--- config.mk ---
export PLATFORM = sky130hd
export DESIGN_NAME = seq_detector_param_flat
export DESIGN_NICKNAME = d
export VERILOG_FILES = /design/src/rtl/seq_det_defs.sv /design/src/rtl/seq_detector_param_if.sv /design/src/rtl/seq_shift_hist.sv /design/src/rtl/seq_detector_param.sv /design/src/flat_wrapper.sv
export SDC_FILE = /design/constraint.sdc
export NUM_CORES = 1
export LEC_CHECK = 0
export BUFFER_PORTS_ARGS = -buffer_cell sky130_fd_sc_hd__buf_4
export CAP_MARGIN = 25
export CORE_MARGIN = 2
export CORE_UTILIZATION = 59
export DETAILED_ROUTE_END_ITERATION = 16
export PLACE_DENSITY = 0.88
export SETUP_SLACK_MARGIN = 0.3
export SLEW_MARGIN = 30
export SYNTH_ARGS = -nofsm -noshare
export SYNTH_HDL_FRONTEND = slang
export SYNTH_SLANG_ARGS = --single-unit
--- constraint.sdc ---
create_clock -name clk -period 3.4 [get_ports clk]
set_clock_uncertainty 0.1 [all_clocks]
set_input_delay 0 -clock clk [delete_from_list [all_inputs] [get_ports clk]]
set_output_delay 0 -clock clk [all_outputs]
set_load 0.1 [all_outputs]
--- src/rtl/seq_det_defs.sv ---
// Shared definitions for the serial pattern detector: FSM encoding and default pattern.
`default_nettype none

package seq_det_defs;
  typedef enum logic {
    ST_FILL  = 1'b0,
    ST_ARMED = 1'b1
  } det_state_e;

  localparam logic [3:0] DEF_PAT = 4'b1011;
endpackage

`default_nettype wire

--- src/rtl/seq_detector_param_if.sv ---
// Bus bundle between the pattern-detector core and its user.
`default_nettype none

interface seq_detector_param_if #(
  parameter int PAT_W = 4,
  parameter int CNT_W = 8
);
  logic             x;
  logic             x_valid;
  logic [PAT_W-1:0] pat_in;
  logic             pat_load;
  logic             overlap;
  logic             F;
  logic [CNT_W-1:0] match_cnt;
  logic             cnt_sat;

  modport master (
    output x, x_valid, pat_in, pat_load, overlap,
    input  F, match_cnt, cnt_sat
  );

  modport slave (
    input  x, x_valid, pat_in, pat_load, overlap,
    output F, match_cnt, cnt_sat
  );
endinterface

`default_nettype wire

--- src/rtl/seq_shift_hist.sv ---
// History shift register of the last PAT_W-1 accepted bits plus fill tracking.
`default_nettype none

module seq_shift_hist #(
  parameter int PAT_W = 4
) (
  input  logic             clk,
  input  logic             rst,
  input  logic             shift_en,
  input  logic             clr,
  input  logic             din,
  output logic [PAT_W-2:0] hist,
  output logic             full,
  output logic             near_full
);
  localparam int            FW        = $clog2(PAT_W);
  localparam logic [FW-1:0] FILL_MAX  = FW'(PAT_W - 1);
  localparam logic [FW-1:0] FILL_NEAR = FW'(PAT_W - 2);

  logic [FW-1:0]    fill;
  logic [PAT_W-2:0] hist_nxt;

  // A two-bit pattern keeps a single history bit, so there is nothing to shift along.
  if (PAT_W > 2) begin : g_wide
    assign hist_nxt = {hist[PAT_W-3:0], din};
  end else begin : g_narrow
    assign hist_nxt = din;
  end

  always_ff @(posedge clk or negedge rst) begin
    if (!rst) begin
      hist <= '0;
      fill <= '0;
    end else if (clr) begin
      hist <= '0;
      fill <= '0;
    end else if (shift_en) begin
      hist <= hist_nxt;
      if (fill != FILL_MAX) begin
        fill <= fill + 1'b1;
      end
    end
  end

  assign full      = (fill == FILL_MAX);
  assign near_full = (fill == FILL_NEAR);
endmodule

`default_nettype wire

--- src/rtl/seq_detector_param.sv ---
// Runtime-loadable serial pattern detector with overlap select, match pulse and saturating counter.
`default_nettype none

module seq_detector_param
  import seq_det_defs::*;
#(
  parameter int               PAT_W   = 4,
  parameter int               CNT_W   = 8,
  parameter logic [PAT_W-1:0] RST_PAT = PAT_W'(DEF_PAT)
) (
  input  logic                 clk,
  input  logic                 rst,
  seq_detector_param_if.slave  bus
);
  det_state_e       state;
  det_state_e       state_nxt;
  logic [PAT_W-1:0] pat_reg;
  logic [PAT_W-2:0] hist;
  logic             full;
  logic             near_full;
  logic [PAT_W-1:0] cand;
  logic             accept;
  logic             match;
  logic             hist_clr;
  logic [CNT_W-1:0] cnt;
  logic [CNT_W-1:0] cnt_nxt;
  logic             f_reg;
  logic             sat_reg;

  seq_shift_hist #(
    .PAT_W (PAT_W)
  ) u_hist (
    .clk       (clk),
    .rst       (rst),
    .shift_en  (accept),
    .clr       (hist_clr),
    .din       (bus.x),
    .hist      (hist),
    .full      (full),
    .near_full (near_full)
  );

  always_comb begin
    accept   = bus.x_valid && !bus.pat_load;
    cand     = {hist, bus.x};
    match    = accept && (state == ST_ARMED) && (cand == pat_reg);
    hist_clr = bus.pat_load || (match && !bus.overlap);
    cnt_nxt  = cnt;
    if (match && !(&cnt)) begin
      cnt_nxt = cnt + 1'b1;
    end
  end

  always_comb begin
    state_nxt = state;
    if (bus.pat_load) begin
      state_nxt = ST_FILL;
    end else if (accept) begin
      // A non-overlapping match discards the history, so the window must refill.
      if (match && !bus.overlap) begin
        state_nxt = ST_FILL;
      end else if (full || near_full) begin
        state_nxt = ST_ARMED;
      end
    end
  end

  always_ff @(posedge clk or negedge rst) begin
    if (!rst) begin
      state   <= ST_FILL;
      pat_reg <= RST_PAT;
      f_reg   <= 1'b0;
      cnt     <= '0;
      sat_reg <= 1'b0;
    end else begin
      state   <= state_nxt;
      f_reg   <= match;
      cnt     <= cnt_nxt;
      sat_reg <= sat_reg || (&cnt_nxt);
      if (bus.pat_load) begin
        pat_reg <= bus.pat_in;
      end
    end
  end

  assign bus.F         = f_reg;
  assign bus.match_cnt = cnt;
  assign bus.cnt_sat   = sat_reg;
endmodule

`default_nettype wire

--- src/flat_wrapper.sv ---
// flat-port wrapper written by rule: the top's interface ports become plain ports
module seq_detector_param_flat import seq_det_defs::*;
#(
  parameter int               PAT_W   = 4,
  parameter int               CNT_W   = 8,
  parameter logic [PAT_W-1:0] RST_PAT = PAT_W'(DEF_PAT)
)
  (clk, rst, bus_x, bus_x_valid, bus_pat_in, bus_pat_load, bus_overlap, bus_F, bus_match_cnt, bus_cnt_sat);
  seq_detector_param_if #(.PAT_W(PAT_W), .CNT_W(CNT_W)) bus_i ();
  input  logic clk;
  input  logic rst;
  input wire logic [$bits(bus_i.x)-1:0] bus_x;
  input wire logic [$bits(bus_i.x_valid)-1:0] bus_x_valid;
  input wire logic [$bits(bus_i.pat_in)-1:0] bus_pat_in;
  input wire logic [$bits(bus_i.pat_load)-1:0] bus_pat_load;
  input wire logic [$bits(bus_i.overlap)-1:0] bus_overlap;
  output wire logic [$bits(bus_i.F)-1:0] bus_F;
  output wire logic [$bits(bus_i.match_cnt)-1:0] bus_match_cnt;
  output wire logic [$bits(bus_i.cnt_sat)-1:0] bus_cnt_sat;
  assign bus_i.x = bus_x;
  assign bus_i.x_valid = bus_x_valid;
  assign bus_i.pat_in = bus_pat_in;
  assign bus_i.pat_load = bus_pat_load;
  assign bus_i.overlap = bus_overlap;
  assign bus_F = bus_i.F;
  assign bus_match_cnt = bus_i.match_cnt;
  assign bus_cnt_sat = bus_i.cnt_sat;
  seq_detector_param #(.PAT_W(PAT_W), .CNT_W(CNT_W), .RST_PAT(RST_PAT)) u_core (.clk(clk), .rst(rst), .bus(bus_i));
endmodule
# Word level (Yosys, flattened, before mapping)
# Index checks and enable logic that the tools add are counted.
[op_classes] add_sub_neg=2 n_eq_ne=4 muxes=10 n_reduce_logical=19
[ops] cell="$reduce_and 8->1" n=2
[ops] cell="$add 8x1->8 const B" n=1
[ops] cell="$mux 8" n=1
[ops] cell="$mux 2" n=3
[ops] cell="$mux 3" n=2
[ops] cell="$reduce_bool 2->1" n=3
[ops] cell="$logic_and 1x1->1" n=5
[ops] cell="$eq 2x2->1 const B" n=2
[ops] cell="$eq 4x4->1" n=1
[ops] cell="$mux 1" n=4
[ops] cell="$reduce_and 2->1" n=2
[ops] cell="$logic_not 1->1" n=3
[ops] cell="$logic_or 1x1->1" n=3
[ops] cell="$reduce_bool 3->1" n=1
[ops] cell="$add 2x1->2 const B" n=1
[ops] cell="$ne 2x2->1 const B" n=1
[totals] ff_bits=20 input_bits=10 out_inout_bits=10 wordCells=42

# Longest topological paths before layout
# Gate-level depths: netlist (run 1).
[depth] word_depth=8 depth_mapped=6 mapped_depth_nobuf=6

# Modules after synthesis
# Synthesis (run 1) repeated with hierarchy kept, for this count alone.
[hier_totals] hier_cells=96 area_unflattened_um2=1104.8
[modules_own_cells] module="seq_detector_param" n_inst=1 cells_each=75 area_per_inst_um2=854.6 seq_area_each_um2=379.1
[modules_own_cells] module="seq_shift_hist" n_inst=1 cells_each=21 area_per_inst_um2=250.2 seq_area_each_um2=125.1

# Worst setup path before layout (run 1)
# No wires, ideal clock.
[synth_path] path_kind="reg2reg" startpoint="reg u_core.cnt[0], in the netlist u_core.bus.match_cnt[0]" endpoint="reg u_core.sat_reg, in the netlist u_core.bus.cnt_sat" setup_ps=104 t_arrival_ps=2275 required_ps=3196 slack_ps=922 path_stages_with_launch=7 n_path_buf=0 period_less_slack_ps=2478 cell_sequence="dfrtp_1 -> ha_1 -> nand2_1 -> nor2_1 -> nor4_4 -> xnor2_1 -> o41ai_2"
[synth_via] elab_chain_cells=6 word_cells_on_any_way=7 cone_classes="add/sub (1); mux (1); reduce/logical (5)"
[synth_rtl] item="start: declaration" line="seq_detector_param.sv:25" text="logic [CNT_W-1:0] cnt;"
[synth_rtl] item="start signal: assignment" line="seq_detector_param.sv:78" text="cnt <= cnt_nxt;"
[synth_rtl] item="branches (longest 3 deep; another with $add 8x1->8)"
[synth_rtl] item="$mux 8 (*)" line="seq_detector_param.sv:49" text="if (match && !(&cnt)) begin"
[synth_rtl] item="$reduce_and 8->1 (*)" line="seq_detector_param.sv:79" text="sat_reg <= sat_reg || (&cnt_nxt);"
[synth_rtl] item="$logic_or 1x1->1 (*)" line="seq_detector_param.sv:79"
[synth_rtl] item="end signal: assignment" line="seq_detector_param.sv:79"
[synth_rtl] item="end: declaration" line="seq_detector_param.sv:28" text="logic sat_reg;"
# Every way passes the cells marked *.
# A chain may end at the register's enable or synchronous reset.

# Final worst setup path (run 1)
[layout_path] startpoint="reg u_core.u_hist.hist[0]" endpoint="reg u_core.u_hist.hist[2]"
[layout_via] elab_chain_cells=5 word_cells_on_any_way=6 cone_classes="eq/ne (1); mux (1); reduce/logical (4)"
[layout_rtl] item="start: declaration" line="seq_shift_hist.sv:12" text="output logic [PAT_W-2:0] hist,"
[layout_rtl] item="start signal: assignment" line="seq_shift_hist.sv:38" text="hist <= hist_nxt;"
[layout_rtl] item="$eq 4x4->1 (*)" line="seq_detector_param.sv:46" text="match = accept && (state == ST_ARMED) && (cand == pat_reg);"
[layout_rtl] item="$logic_and 1x1->1 (*)" line="seq_detector_param.sv:46"
[layout_rtl] item="$logic_and 1x1->1 (*)" line="seq_detector_param.sv:47" text="hist_clr = bus.pat_load || (match && !bus.overlap);"
[layout_rtl] item="$logic_or 1x1->1 (*)" line="seq_detector_param.sv:47"
[layout_rtl] item="$mux 3 or $reduce_bool 2->1 (tied branches)"
# Mark *: on every way between the ends. The rest lies on a longest branch, timed or not.

==> summary.md, run 1 <==
| Metric | Value |
|---|---|
| Post-cts gate resize count | 0 |
| GR Util met2 | 0.455 |
| Yosys top cell area share | 0.351 |
| Area growth, synth to finish | 28.8% |
| GPL Wtd Cong | 0.982 |
| WS Path Type | flip-flop to flip-flop |
| Final count of negative-setup-slack endpoints | 0 |
| Synth area leaders | dfrtp_1 35%, dfstp_2 6.5%, mux2_2 6.5% |
| PnR Total Power | roughly 0.56 mW |
| Final ANT Viol Nets | 0 |
| Pins over their slew limit | 0 |
| Worst Slack Setup Final | just under 1000 ps |
| Router iterations before antenna repair | 5 |
| 1st-iter DRT viols | 34 |
| Global-route layer with the greatest usage | met2 |
| Cell count after synthesis | between 100 and 150 |
| Vias per cell | 5.67 |
| CP Max Fanout | 6 |
| CP Data Required Time | 3510 ps |
| CP Capture Type | flip-flop |
| PwrDens | between 300 and 400 nW/um2 |
| Htree depth | 1 |
| Final cycle utilization of the critical path | 0.711 |
| Nets | ~170 |
| Hold WC Path Type | input pin to async pin |
| Max reg flops | 8 |
| Leak | 0.702 nW |
| Antenna violations before repair | 0 |
| Worst-skew pair later-pin latency | 310 ps |
| Yosys top cell by area | dfrtp_1 |
| Antenna Diode Count | 0 |
| VDD IR max | around 300 uV |
| WHS | around 80 ps |
| Remaining DRCs | 0 |
| Clock period minus worst slack | approximately 2400 ps |
| Placed Cells | 160 |
| # clock sinks | 20 |
| Outcome | finished, final reports clean |
| Maximum clock rate | roughly 410 MHz |
| Worst-Margin Slew | 807 ps |
| # rows | 16 |
| Chip width | between 40 and 50 um |
| Register bit count reported by yosys | 20 |
| Die ar. | 2430 um2 |
| Pre-CTS WS | roughly 1400 ps |
| Global-route wire length before repair | roughly 4.7 mm |
| Worst-path clk slew | around 120 ps |
| Met3 Resource Use GR | 0.0460 |
| Cts bufs inserted | 3 |
| TritonCTS clock tree | done |
| Vias post-DR | 1,009 |
| PortBufs | 19 |
| Seq/Total Area, Yosys | 0.416 |
| Wire per inst | between 15 and 20 um |
| RSZ-0062 raised after global routing | false |
| Core Region | 1940 um2 |
| Clk buf depth | 2 |
| Asr flop ratio synth | 1.00 |
| Gr ovfl total | 0 |
| Avg Cell Area, Syn | slightly above 10 um2 |
| Max_cap viols | 0 |
| Layout cells sized above 1 | 0.285 |
| Syn Std Cell Area | between 1000 and 1500 um2 |
| Post-synth EDFFs | 0 |
| Synth warnings | 0 |
| Setup TNS | 0 ps |
| Vias in the first global route | about 990 |
| Die height | approximately 49 um |
| DP HPWL | between 1.5 and 2 mm |
| Commonest non-fill, non-tap cell in the layout | buf_4 |
| Arr. time, crit path | roughly 2500 ps |
| Largest net degree at the start of global routing | 18 |
| Final WL | around 2.7 mm |
| Clk root buf | clkbuf_4 |
| Post-Syn Nets | 130 |
| Ys flop type | dfrtp_1 |
| Fin cells | between 150 and 200 |
| I/O pins | 20 |
| Max transition margin | 0.460 |
| Fin. Hold Viols | 0 |
| Starting density of the core | 0.624 |
| Critical path launch point type | flip-flop |
| Met1 Usage GRT | 0.321 |
| Distinct cell type count after synthesis | 39 |
| GRT Resource Usage Total | 0.262 |
| Most frequent cells in the layout | 19 x buf_4, 17 x dfrtp_1, 14 x dlygate4sd3_1 |
==> cell type report <==
type | count | area, um2
multi-input combinational | 89 | 669
sequential | 20 | 504
fill | 117 | 380
timing repair buffer | 33 | 283
tap | 27 | 33.8
clock inverter | 1 | 30.0
clock buffer | 3 | 22.5
inverter | 5 | 18.8
==> kinds of logic (layout without fill, tap and decap cells) <==
logic type      after synthesis  in the layout  share of synthesized area
xor+xnor                     11             11                      0.104
simple gates                 52             52                      0.252
mux                           7              7                     0.0650
flops                        20             20                      0.416
compound gates               16             16                      0.100
buf+inv                       8             42                     0.0320
fa+ha+maj                     3              3                     0.0310
==> path summary, 6_finish.rpt <==
| check | from | to | slack, ps | cells past startpoint |
|---|---|---|---|---|
| worst min register to register | u_core.bus.cnt_sat | u_core.bus.cnt_sat | 390 | 2 |
| worst max-delay path | u_core.u_hist.hist[0] | u_core.u_hist.hist[2] | 980 | 6 |
| max in group asynchronous | rst | u_core.bus.match_cnt[7] | 1910 | 3 |
| min in group clk | bus_pat_load | u_core.state | 80 | 3 |
| worst min-delay path | rst | u_core.pat_reg[0] | 80 | 2 |
| worst max register to register | u_core.u_hist.hist[0] | u_core.u_hist.hist[2] | 980 | 6 |
==> routing by layer <==
| layer | part of all wire | wire length, um |
|---|---|---|
| met4 | 0.016 | 43 |
| met1 | 0.42 | 1140 |
| met3 | 0.046 | 126 |
| met2 | 0.52 | 1410 |
| met5 | 0 | 0 |
==> cell usage after synthesis, types with 2 or more instances <==
cell type and count:
o21ai_0 2, ha_1 3, mux2_2 7, and3_1 3, nand4_1 4, dfrtp_1 17, xor2_1 2, nand2_1 12
nand3_1 4, a21oi_1 2, nand2b_1 3, dfstp_2 3, a22oi_1 3, xnor2_1 5, inv_1 5, xnor2_2 4
nor2_1 10, o21bai_1 2, and2_1 4, nor3_1 3
==> metrics by stage <==
stage                     utilization  instance area, um2
after detailed placement        0.705                1370
after global routing            0.804                1560
after CTS                       0.804                1560
after global placement          0.705                1370
final                           0.804                1560
after floorplan                     -                1210
==> worst max-delay path: stages (launching register included) <==
cell	delay (ps)
dfrtp_1	450
xnor2_2	300
and3_1	230
nand2_1	110
o21bai_1	440
nor2_1	110
dlygate4sd3_1	580
==> repair_timing <==
item,CTS,global route
endpoints found under the setup margin,0,0
hold buffers,14,0
endpoints found under the hold margin,28,0
setup buffers,0,0
==> report_power, final <==
group          total (mW)  internal, mW  switching (mW)
combinational      0.0933        0.0459          0.0474
clock               0.200         0.119          0.0810
sequential          0.263         0.251          0.0121
Power figures use the tool's default switching activity.
==> run 2: changes to the inputs <==
- CORE_UTILIZATION: 59 -> 49
- PLACE_DENSITY: 0.88 -> 0.79
- clock period: 3.4 -> 2 ns (I/O delays scaled with it)
==> run 2 against run 1 <==
Clock power up 20%. Clock-buffer cell count up 1. Global-route usage down 2.3 points. Hold slack better by 1.9 ps. Combinational power up 120%. Via count up 4.8%. Maximum frequency up 32%. Core utilization down 6.4 points. Critical path depth down 1. Critical path type unchanged.
==> summary.md, run 2 (synthesized netlist as in run 1, its figures left out) <==
| Metric | Value |
|---|---|
| Die height | 53.7 um (+8.9%) |
| Worst Slack Setup Final | 161 ps (-820 ps) |
| Router iterations before antenna repair | 4 (-1) |
| I/O pins | 20 (unchanged) |
| RSZ-0062 raised after global routing | true |
| CP Data Required Time | 2110 ps (-1400 ps) |
| Worst-skew pair later-pin latency | 310 ps (about the same) |
| Commonest non-fill, non-tap cell in the layout | buf_4 |
| Area growth, synth to finish | 47.2% |
| Switching Share | 0.275 (+0.0226) |
| Most frequent cells in the layout | 30 x buf_4, 13 x dlygate4sd3_1, 9 x nand2_1, 9 x dfrtp_1, 8 x nor2_1 |
| Wire per inst | 15.4 um (+1.1%) |
| Flop2flop setup slack | 160 ps (-820 ps) |
| Die ar. | 2890 um2 (+19%) |
| Fillers | 154 (+32%) |
| Worst-path clk slew | 110 ps (about the same) |
| Global-route wire length before repair | 4.89 mm (+4.0%) |
| Max reg flops | 8 (unchanged) |
| DP HPWL | 1.85 mm (+2.8%) |
| NetSw | 0.248 mW (+76%) |
| Remaining DRCs | 0 (unchanged) |
| 1st-iter DRT viols | 13 (-62%) |
| Hold WC Path Type | input pin to async pin |
| Final count of negative-setup-slack endpoints | 0 (unchanged) |
| Pins over their slew limit | 0 (unchanged) |
| Fin cells | 192 (+7.9%) |
| Antenna Diode Count | 0 (unchanged) |
| Pre-CTS WS | 110 ps (-1280 ps) |
| Layout cells sized above 1 | 0.475 (+0.191) |
| Vias post-DR | 1,057 (+4.8%) |
| Htree depth | 1 (unchanged) |
| PwrDens | 505 nW/um2 (+42%) |
| # rows | 18 (+2) |
| Antenna violations before repair | 0 (unchanged) |
| Clk root buf | clkbuf_4 |
| Vias per cell | 5.51 (-2.9%) |
| CP Capture Type | flip-flop |
| Chip width | 53.7 um (+8.9%) |
| # clock sinks | 20 (unchanged) |
| Setup TNS | 0 ps (unchanged) |
| Flop pwr share | 0.501 (+0.029) |
| Final ANT Viol Nets | 0 (unchanged) |
| Outcome | finished, final reports clean |
| TritonCTS clock tree | done |
| Maximum clock rate | 544 MHz (+32%) |
| Worst-Margin Slew | 825 ps (+17.6 ps) |
| Largest net degree at the start of global routing | 18 (unchanged) |
| Final cycle utilization of the critical path | 0.920 (+0.208) |
| Core Region | 2410 um2 (+24%) |
| VDD IR max | 464 uV (+55%) |
| GPL Wtd Cong | 0.918 (-6.5%) |
| Critical path's top delay family | flip-flops |
| Vias in the first global route | 1,061 (+7.3%) |
| Placed Cells | 164 (+2.5%) |
| Final WL | 2.96 mm (+9.1%) |
| CP Max Fanout | 5 (-1) |
| WS Path Type | flip-flop to flip-flop |
| Max_cap viols | 0 (unchanged) |
| Critical path launch point type | flip-flop |
| Leak | 0.771 nW (+9.9%) |
| P_int | 0.653 mW (+57%) |
| Clk buf depth | 2 (unchanged) |
| Arr. time, crit path | 1950 ps (-580 ps) |
| Core Util, Final | 0.740 (-0.0637) |
| Comb pwr share | 0.231 (+0.063) |
| GRT Resource Usage Total | 0.239 (-0.0233) |
| Nets | 176 (+6.7%) |
| Fin. Hold Viols | 0 (unchanged) |
| Gr ovfl total | 0 (unchanged) |
| Cts bufs inserted | 3 (unchanged) |
| Largest stage delay on the critical path | 610 ps (+30 ps) |
| Clock period minus worst slack | 1840 ps (-580 ps) |
| Number of buffers and inverters on the critical path | 1 (unchanged) |
| WHS | 82.3 ps (+1.93 ps) |
| Clock group share of total power | 0.267 (-0.093) |
| PortBufs | 19 (unchanged) |
| Max transition margin | 0.450 (-0.00997) |
| Critical Path Slowest Stage Cell | dfstp_2 |
| Critical-path cell list | xnor2_4 > nand4_1 > nor3b_2 > buf_4 > mux2_4 |
| Starting density of the core | 0.503 (-0.121) |
-- run 2: per-stage QoR --
| stage | area, um2 | power, mW |
|---|---|---|
| after detailed placement | 1430 | 0.586 |
| after CTS | 1730 | 0.890 |
| after floorplan | 1270 | 0.543 |
| after global placement | 1430 | 0.577 |
| after global routing | 1780 | 0.947 |
| final | 1780 | 0.901 |
-- run 2: final cells by class --
class,count,area (um2),area share
timing repair buffer,44,368,0.206
tap,30,37.5,0.0210
clock buffer,4,36.3,0.0203
inverter,5,18.8,0.0105
sequential,20,524,0.294
multi-input combinational,89,800,0.448
-- run 2: final timing paths --
| kind | start | depth (start not counted) | endpoint |
|---|---|---|---|
| min reg2reg | u_core.bus.cnt_sat | 2 | u_core.bus.cnt_sat |
| min | rst | 2 | u_core.pat_reg[3] |
| max | u_core.pat_reg[3] | 5 | u_core.bus.match_cnt[1] |
| min in group clk | bus_pat_load | 4 | u_core.u_hist.hist[1] |
| max reg2reg | u_core.pat_reg[3] | 5 | u_core.bus.match_cnt[1] |
| max in group asynchronous | rst | 3 | u_core.bus.match_cnt[1] |
-- run 2: routing by layer --
metal	global-route usage	part of all wire	up-vias
met3	0.0361	0.029	5
met4	0.107	0.016	0
li1	-	-	504
met2	0.427	0.52	21
met1	0.279	0.43	527
met5	0	0	-
-- run 2: worst register-to-register path, cell delays in order (launching register included) --
cell,delay (ps)
dfstp_2,610
xnor2_4,170
nand4_1,190
nor3b_2,220
buf_4,170
mux2_4,300
-- run 2: repair_timing --
item,in CTS,in global routing
endpoints found under the hold margin,30,0
setup buffers,6,4
setup endpoints to repair,10,19
pin swaps,7,11
cloned,0,0
resized for setup,12,7
hold buffers,14,0
-- run 2: power by group through the flow --
stage / Clock, mW / Sequential (mW) / Combinational, mW
after floorplan: 0 / 0.464 / 0.0784
after global placement: 0 / 0.454 / 0.124
after detailed placement: 0 / 0.456 / 0.130
after CTS: 0.245 / 0.451 / 0.195
after global routing: 0.267 / 0.454 / 0.225
final: 0.241 / 0.451 / 0.208
==> run 3: changes to the inputs <==
- CORE_UTILIZATION: 49 -> 30
- PLACE_DENSITY: 0.79 -> 0.55
==> run 3 against run 2 <==
Wire length rose by 0.64%. Maximum frequency rose by 1.5%. Highest routed layer unchanged. Core utilization fell by 28 points. Sequential share of layout area is 0.70 points lower. Largest power group unchanged.
==> summary.md, run 3 (synthesized netlist as in run 1, its figures left out) <==
| Metric | Value |
|---|---|
| Outcome | finished, final reports clean |
| Maximum clock rate | 552 MHz (+1.5%) |
| # clock sinks | 20 (unchanged) |
| Max transition margin | 0.814 (+0.364) |
| Vias in the first global route | 1,022 (-3.7%) |
| WHS | 2.95 ps (-79.3 ps) |
| Final count of negative-setup-slack endpoints | 0 (unchanged) |
| CP Capture Type | flip-flop |
| Vias post-DR | 1,044 (-1.2%) |
| Global-route layer with the greatest usage | met2 |
| PortBufs | 19 (unchanged) |
| 1st-iter DRT viols | 60 (+47) |
| Commonest non-fill, non-tap cell in the layout | buf_4 |
| Die height | 67.6 um (+26%) |
| Pins over their slew limit | 0 (unchanged) |
| TritonCTS clock tree | done |
| Met1 Usage GRT | 0.158 (-0.122) |
| I/O pins | 20 (unchanged) |
| Most frequent cells in the layout | 28 x buf_4, 12 x dlygate4sd3_1, 10 x nand2_1 |
| Worst-path clk slew | 80 ps (-30 ps) |
| Starting density of the core | 0.308 (-0.196) |
| Antenna violations before repair | 0 (unchanged) |
| RSZ-0062 raised after global routing | true |
| Die ar. | 4570 um2 (+58%) |
| Final ANT Viol Nets | 0 (unchanged) |
| Layout cells sized above 1 | 0.475 (-0.000625) |
| Worst-Margin Slew | 282 ps (-543 ps) |
| Htree depth | 1 (unchanged) |
| GRT Resource Usage Total | 0.141 (-0.0978) |
| Area growth, synth to finish | 50.8% |
| Final WL | 2.98 mm (+0.64%) |
| CP Data Required Time | 2060 ps (-50 ps) |
| Critical path launch point type | flip-flop |
| DP HPWL | 1.93 mm (+4.0%) |
| Remaining DRCs | 0 (unchanged) |
| Chip width | 67.6 um (+26%) |
| Clock period minus worst slack | 1810 ps (-26.5 ps) |
| Pre-CTS WS | 78.2 ps (-31.8 ps) |
| # rows | 23 (+5) |
| Arr. time, crit path | 1870 ps (-80 ps) |
| Antenna Diode Count | 0 (unchanged) |
| Clk root buf | clkbuf_8 |
| Gr ovfl total | 0 (unchanged) |
| Max_cap viols | 0 (unchanged) |
| Clk buf depth | 2 (unchanged) |
| Router iterations before antenna repair | 4 (unchanged) |
| Worst Slack Setup Final | 187 ps (+26.5 ps) |
| Vias per cell | 5.02 (-8.8%) |
| Nets | 172 (-2.3%) |
| Global-route wire length before repair | 4.62 mm (-5.4%) |
| GPL Wtd Cong | 0.920 (+0.13%) |
| CP Max Fanout | 5 (unchanged) |
| Fin. Hold Viols | 0 (unchanged) |
| Cts bufs inserted | 3 (unchanged) |
| Max reg flops | 8 (unchanged) |
| GR Util met2 | 0.244 (-0.183) |
| Wire per inst | 14.3 um (-7.1%) |
| Largest net degree at the start of global routing | 21 (+3) |
| VDD IR max | 373 uV (-20%) |
| PwrDens | 579 nW/um2 (+15%) |
| Met3 Resource Use GR | 0.0350 (-0.00111) |
| Leak | 0.763 nW (-1.1%) |
| Final cycle utilization of the critical path | 0.906 (-0.0132) |
| Hold WC Path Type | input pin to flip-flop |
| Worst-skew pair later-pin latency | 270 ps (-40 ps) |
| Core Region | 3940 um2 (+64%) |
| Setup TNS | 0 ps (unchanged) |
| WS Path Type | flip-flop to flip-flop |
run 3: final timing paths:
kind,from,endpoint,slack [ps],depth (start not counted)
worst min-delay path,bus_pat_load,u_core.u_hist.fill[0],3,3
worst min register to register,u_core.bus.cnt_sat,u_core.bus.cnt_sat,370,2
min in group asynchronous,rst,u_core.bus.F,40,2
worst max register to register,u_core.pat_reg[1],u_core.bus.match_cnt[1],190,5
worst max-delay path,u_core.pat_reg[1],u_core.bus.match_cnt[1],190,5
max in group asynchronous,rst,u_core.pat_reg[3],1490,2
run 3: critical path: stages (launching register included):
cell	delay (ps)
dfstp_2	600
xnor2_4	150
nand4_1	180
nor3b_2	200
buf_4	170
mux2_4	300
run 3: what timing repair did:
action / in CTS / in global routing
endpoints found under the setup margin: 11 / 12
endpoints found under the hold margin: 29 / 0
gates resized for setup: 13 / 8
buffers inserted: 6 / 2
hold buffers: 12 / 0
pin swaps: 10 / 2
gates cloned: 0 / 0
run 3: area by class of cell:
cell class | instances | area (um2)
clock inverter | 1 | 30.0
timing repair buffer | 40 | 330
clock buffer | 3 | 41.3
multi-input combinational | 89 | 821
fill | 366 | 2110
inverter | 5 | 18.8
sequential | 20 | 524
tap | 50 | 62.6
run 3: metrics by stage:
step,power [mW],cell area [um2],cells,util
detailed placement,0.584,1460,184,0.370
finish,1.06,1830,208,0.464
global route,1.10,1830,208,0.464
global placement,0.580,1460,184,0.370
CTS,1.06,1770,206,0.448
floorplan,0.543,1270,117,-
run 3: report_power, final:
group | total, mW | switching [mW] | leakage [nW] | internal, mW
registers | 0.451 | 0.0234 | 0.244 | 0.427
clock network | 0.418 | 0.150 | 0.0357 | 0.268
logic | 0.189 | 0.0871 | 0.483 | 0.102
run 3: per-layer routing:
metal | vias up | share of wire | wire [um]
met2 | 23 | 0.52 | 1570
met5 | - | 0 | 0
met3 | 5 | 0.040 | 119
li1 | 494 | - | -
met1 | 522 | 0.42 | 1240
met4 | 0 | 0.018 | 54
